**src/rtl/csa_stream_accumulator.sv**
```systemverilog
// rtl/csa_stream_accumulator.sv - streaming carry-save accumulator with single-cycle final resolve
module csa_stream_accumulator #(
  parameter int WIDTH     = 16,
  parameter int NUM_OPS   = 9,
  parameter int SUM_WIDTH = 20,
  parameter bit SIGNED    = 1'b0,
  localparam int CW       = $clog2(NUM_OPS + 1)
) (
  input  logic                 clk,
  input  logic                 rst,
  input  logic [WIDTH-1:0]     in_data,
  input  logic                 in_valid,
  input  logic                 in_last,
  output logic                 in_ready,
  output logic [SUM_WIDTH-1:0] sum,
  output logic                 cout,
  output logic [CW-1:0]        op_count,
  output logic                 out_valid,
  input  logic                 out_ready
);

  typedef enum logic [1:0] {
    ACCUM   = 2'd0,
    RESOLVE = 2'd1,
    OUT     = 2'd2
  } state_t;

  state_t state, state_next;

  logic [SUM_WIDTH:0] s_reg, c_reg;
  logic [SUM_WIDTH:0] x_ext, maj, resolved;
  logic               accept, resolve, release_out, batch_end;

  assign x_ext    = {{(SUM_WIDTH + 1 - WIDTH){SIGNED ? in_data[WIDTH-1] : 1'b0}}, in_data};
  assign maj      = (s_reg & c_reg) | (s_reg & x_ext) | (c_reg & x_ext);
  assign resolved = s_reg + c_reg;

  // The NUM_OPS-th operand closes the batch even without in_last.
  assign batch_end = in_last || (op_count == CW'(NUM_OPS - 1));

  always_comb begin
    state_next  = state;
    in_ready    = 1'b0;
    out_valid   = 1'b0;
    accept      = 1'b0;
    resolve     = 1'b0;
    release_out = 1'b0;
    case (state)
      ACCUM: begin
        in_ready = 1'b1;
        accept   = in_valid;
        if (in_valid && batch_end) state_next = RESOLVE;
      end
      RESOLVE: begin
        resolve    = 1'b1;
        state_next = OUT;
      end
      OUT: begin
        out_valid   = 1'b1;
        release_out = out_ready;
        if (out_ready) state_next = ACCUM;
      end
      default: state_next = ACCUM;
    endcase
  end

  always_ff @(posedge clk or posedge rst) begin
    if (rst) begin
      state    <= ACCUM;
      s_reg    <= '0;
      c_reg    <= '0;
      op_count <= '0;
      sum      <= '0;
      cout     <= 1'b0;
    end else begin
      state <= state_next;
      if (accept) begin
        s_reg    <= s_reg ^ c_reg ^ x_ext;
        c_reg    <= {maj[SUM_WIDTH-1:0], 1'b0};
        op_count <= op_count + CW'(1);
      end
      if (resolve) begin
        sum  <= resolved[SUM_WIDTH-1:0];
        cout <= resolved[SUM_WIDTH];
      end
      // Result stays on sum/cout until the next resolve; only the running state clears.
      if (release_out) begin
        s_reg    <= '0;
        c_reg    <= '0;
        op_count <= '0;
      end
    end
  end

endmodule

```
**config.mk**
```make
export PLATFORM = sky130hd
export DESIGN_NAME = csa_stream_accumulator
export DESIGN_NICKNAME = d
export VERILOG_FILES = /design/src/rtl/csa_stream_accumulator.sv
export SDC_FILE = /design/constraint.sdc
export NUM_CORES = 1
export LEC_CHECK = 0
export CAP_MARGIN = 20
export CORE_MARGIN = 2
export CORE_UTILIZATION = 23
export CTS_BUF_LIST = sky130_fd_sc_hd__clkbuf_16
export DETAILED_ROUTE_END_ITERATION = 10
export SETUP_SLACK_MARGIN = 0.2
export SYNTH_ARGS = -nofsm -noshare
export SYNTH_HDL_FRONTEND = slang
export SYNTH_SLANG_ARGS = --single-unit
```
**constraint.sdc**
```tcl
create_clock -name clk -period 4.6 [get_ports clk]
set_input_delay 1.38 -clock clk [delete_from_list [all_inputs] [get_ports clk]]
set_output_delay 1.38 -clock clk [all_outputs]
set_load 0.01 [all_outputs]
```
==> flow_results.xml <==
<?xml version="1.0" encoding="UTF-8"?>
<metrics>
  <group name="yosys">
    <metric name="synth-edff-count" unit="">0</metric>
    <metric name="synth_most_common_cell" unit="">nand2_1</metric>
    <metric name="synthesis.area" unit="sq um">3910</metric>
    <metric name="yosys.area.top_type_share" unit="">0.435</metric>
    <metric name="synth_top_cell_by_area" unit="">dfrtp_1</metric>
    <metric name="synth_top_flop_cell" unit="">dfrtp_1</metric>
    <metric name="asyncSetResetFlopFracSynth" unit="">1.00</metric>
    <metric name="yosysSeqAreaShare" unit="">0.435</metric>
    <metric name="synth.ff_latch_count" unit="">68</metric>
    <metric name="post_synth.cell_area_avg" unit="sq um">9.44</metric>
    <metric name="synth.net_count" unit="">473</metric>
    <metric name="number_of_distinct_standard_cells_referenced_by_the_synthesized_netlist" unit="">44</metric>
    <metric name="ys.warnings.count" unit="">0</metric>
    <metric name="synth_area_leaders" unit="">dfrtp_1 (44%), fa_1 (8.2%), ha_1 (7.0%)</metric>
    <metric name="post_synth_inst_count" unit="">414</metric>
    <metric name="yosys-top-cells-count" unit="">nand2_1 (73), dfrtp_1 (68), o21ai_0 (54)</metric>
  </group>
  <group name="layout">
    <metric name="seqCellArea" unit="sq um">1700</metric>
    <metric name="final_layout_size_suffix_gt1_frac" unit="">0.0563</metric>
    <metric name="final_net_count" unit="">516</metric>
    <metric name="syn_to_final_growth" unit="%">24.6</metric>
    <metric name="num_antenna_cells" unit="">0</metric>
    <metric name="largest_register_ffs" unit="">21</metric>
    <metric name="multi_input_gate_area_in_the_final_layout" unit="sq um">1940</metric>
    <metric name="final_core_utilization" unit="">0.294</metric>
    <metric name="fill_cells" unit="">1777</metric>
  </group>
  <group name="floorplanning">
    <metric name="fp.dieArea" unit="sq um">18100</metric>
    <metric name="core_area" unit="sq um">16600</metric>
    <metric name="num_rows" unit="">47</metric>
    <metric name="start_util" unit="">0.236</metric>
    <metric name="die_y" unit="microns">134</metric>
    <metric name="dieWidth" unit="microns">134</metric>
    <metric name="io_pins" unit="">48</metric>
  </group>
  <group name="sta">
    <metric name="fmax" unit="GHz">0.348</metric>
    <metric name="report.final.slew_viol_count" unit="">0</metric>
    <metric name="relSlewSlack" unit="">0.314</metric>
    <metric name="finalCritPeriodShare" unit="">0.625</metric>
    <metric name="tightest_slew" unit="ps">1030</metric>
    <metric name="clock_skew" unit="ps">4.64</metric>
    <metric name="setup_slack" unit="ps">1720</metric>
    <metric name="grt_setup_unrepaired" unit="">false</metric>
    <metric name="fin_tns_setup" unit="ps">0</metric>
    <metric name="hold_viol_final" unit="">0</metric>
    <metric name="setup-violations-final" unit="">0</metric>
    <metric name="period_minus_slack" unit="ps">2880</metric>
  </group>
  <group name="clock_network">
    <metric name="cts.hold.buffers_added" unit="">0</metric>
    <metric name="cts_max_level" unit="">3</metric>
    <metric name="clk_root_buffer_cell" unit="">clkbuf_16</metric>
    <metric name="cts_repair_resize_count" unit="">0</metric>
    <metric name="cts.reportedPaths.clkPinSlew" unit="ps">60</metric>
    <metric name="postCtsSetupBuffers" unit="">0</metric>
    <metric name="clock_tree_from_tritoncts" unit="">done</metric>
    <metric name="insertion_delay" unit="ps">330</metric>
    <metric name="number_of_clock_buffers_inserted_by_tritoncts" unit="">9</metric>
    <metric name="tritoncts_num_sinks" unit="">68</metric>
    <metric name="cts-root-to-sink-buffers" unit="">2</metric>
  </group>
  <group name="critical_path">
    <metric name="chain_of_cells_forming_the_critical_path" unit="">nand2b_1, inv_1, clkdlybuf4s50_1</metric>
    <metric name="critPathLaunchType" unit="">register</metric>
    <metric name="critical-path-max-stage-delay" unit="ps">530</metric>
    <metric name="worst-endpoint-required" unit="ps">3220</metric>
    <metric name="critical_path.top_delay_family" unit="">buffers and inverters</metric>
    <metric name="worstPathArrival" unit="ps">1500</metric>
    <metric name="path_class" unit="">register to output port</metric>
    <metric name="max_fanout_on_critical_path" unit="">4</metric>
    <metric name="worstSetupEndpointType" unit="">output port</metric>
    <metric name="buffer_and_inverter_count_on_the_worst_path" unit="">2</metric>
    <metric name="critPathSlowestCell" unit="">clkdlybuf4s50_1</metric>
    <metric name="reg2regPathDepth" unit="">8</metric>
    <metric name="worst-path-stages" unit="">3</metric>
  </group>
  <group name="power">
    <metric name="internal_power" unit="W">0.00186</metric>
    <metric name="power_switching_share" unit="">0.409</metric>
    <metric name="p_total" unit="W">0.00315</metric>
    <metric name="power.share.clock" unit="">0.193</metric>
    <metric name="power.net_switching" unit="W">0.00129</metric>
    <metric name="share_seq_of_total_power" unit="">0.324</metric>
    <metric name="leakage" unit="nW">2.20</metric>
    <metric name="power_density" unit="nW/um^2">647</metric>
    <metric name="vdd.ir_drop.worst" unit="mV">0.237</metric>
    <metric name="share_comb_of_total_power" unit="">0.483</metric>
  </group>
  <group name="hold_path">
    <metric name="min_path_cells" unit="">2</metric>
    <metric name="timing.hold.worst.class" unit="">register to register</metric>
  </group>
  <group name="global_route">
    <metric name="grt_antenna_before_repair" unit="">0</metric>
    <metric name="grt_pass1_vias" unit="">3084</metric>
    <metric name="grt_max_degree" unit="">69</metric>
    <metric name="global_route.overflow_total" unit="">0</metric>
    <metric name="groute.usage.overall" unit="">0.104</metric>
    <metric name="grt_first_pass_wirelength" unit="microns">15000</metric>
  </group>
  <group name="route">
    <metric name="postRouteAntennaNets" unit="">0</metric>
    <metric name="number_of_search_and_repair_iterations_in_the_first_detailed_routing_pass" unit="">4</metric>
    <metric name="total_routed_length" unit="microns">8670</metric>
    <metric name="dr.first_iter.drc_count" unit="">122</metric>
    <metric name="routed_via_density" unit="">4.39</metric>
    <metric name="remaining_drc_errors" unit="">0</metric>
    <metric name="total_via_count_in_the_routed_design" unit="">2994</metric>
    <metric name="post_drt_wl_per_cell" unit="microns">12.7</metric>
  </group>
  <group name="placed_design">
    <metric name="dp_worst_setup_slack" unit="ps">1440</metric>
    <metric name="place_congestion" unit="">0.818</metric>
    <metric name="port_buffers" unit="">47</metric>
    <metric name="dpl.hpwl" unit="microns">6370</metric>
  </group>
  <group name="run">
    <metric name="max_cap_violations" unit="">0</metric>
  </group>
  <group name="run_status">
    <metric name="outcome" unit="">complete, no violations</metric>
  </group>
</metrics>
[power groups by stage]
stage / logic, W / registers [W] / clock network, W
after CTS: 0.00156 / 0.00103 / 0.000626
after global routing: 0.00175 / 0.00106 / 0.000654
after global placement: 0.00150 / 0.00102 / 0
final: 0.00152 / 0.00102 / 0.000610
after detailed placement: 0.00155 / 0.00103 / 0
after floorplan: 0.00101 / 0.00103 / 0
[worst paths after layout]
kind	startpoint	endpoint	slack, ps
setup reg to reg	s_reg[1]	sum[19]	1930
hold reg to reg	sum[17]	sum[17]	480
max in group asynchronous	rst	s_reg[15]	2400
min in group asynchronous	rst	c_reg[5]	1640
hold / removal	sum[17]	sum[17]	480
setup / recovery	state[0]	out_valid	1720
[logic make-up (layout without fill, tap and decap cells)]
kind of cell / after synthesis / after routing / share of synthesized area
xor gates and xnor gates: 18 / 18 / 0.0403
AOI/OAI and AO/OA: 109 / 109 / 0.182
buffers and inverters: 71 / 119 / 0.0682
DFF: 68 / 68 / 0.435
and+or+nand+nor: 110 / 110 / 0.122
adders and majority gates: 38 / 38 / 0.152
[routing by layer]
| layer | up-vias | track usage | wire length (microns) |
|---|---|---|---|
| li1 | 1468 | - | - |
| met1 | 1456 | 0.134 | 4010 |
| met2 | 62 | 0.169 | 4100 |
| met3 | 8 | 0.0287 | 450 |
| met4 | 0 | 0.0316 | 114 |
| met5 | - | 0 | 0 |
[cells in the final DEF, fill, tap and decap left out, types with 2 or more instances in the layout]
cell type / n
o21a_1: 2
nand2_1: 73
xor2_1: 5
inv_1: 53
dfrtp_1: 68
buf_4: 3
a21o_1: 5
a31o_2: 2
nand2b_1: 3
clkbuf_16: 9
clkinv_2: 4
and2_1: 5
clkdlybuf4s50_1: 47
o2111ai_1: 2
o211ai_1: 2
o311ai_0: 2
fa_1: 16
a211oi_1: 2
o21ai_0: 54
a21oi_1: 10
xnor2_1: 13
ha_1: 22
and3_1: 2
nor2_1: 11
nand4_1: 3
nand3_1: 5
o31ai_1: 3
a22o_1: 11
a31oi_1: 4
[metrics by stage]
stage	std cells	cell area (sq um)	hold WS (ps)
after floorplan	414	3910	454
after global placement	666	4610	470
after detailed placement	666	4610	472
after CTS	682	4870	485
after global routing	682	4870	505
final	682	4870	476
[area by class of cell]
class | count | area share
sequential | 68 | 0.349
multi-input combinational | 275 | 0.399
timing repair buffer | 50 | 0.101
clock buffer | 9 | 0.0462
inverter | 53 | 0.0408
clock inverter | 7 | 0.00719
tap | 220 | 0.0565
[worst register-to-register path, cell delays in order (launching register included)]
cell      delay [ps]
dfrtp_1          400
ha_1             240
fa_1             410
a21o_1           220
a221oi_4         340
o221ai_2         240
and3_4           230
o31a_1           290
o31ai_1          200
Note: power is estimated with default switching activity, not from simulation.
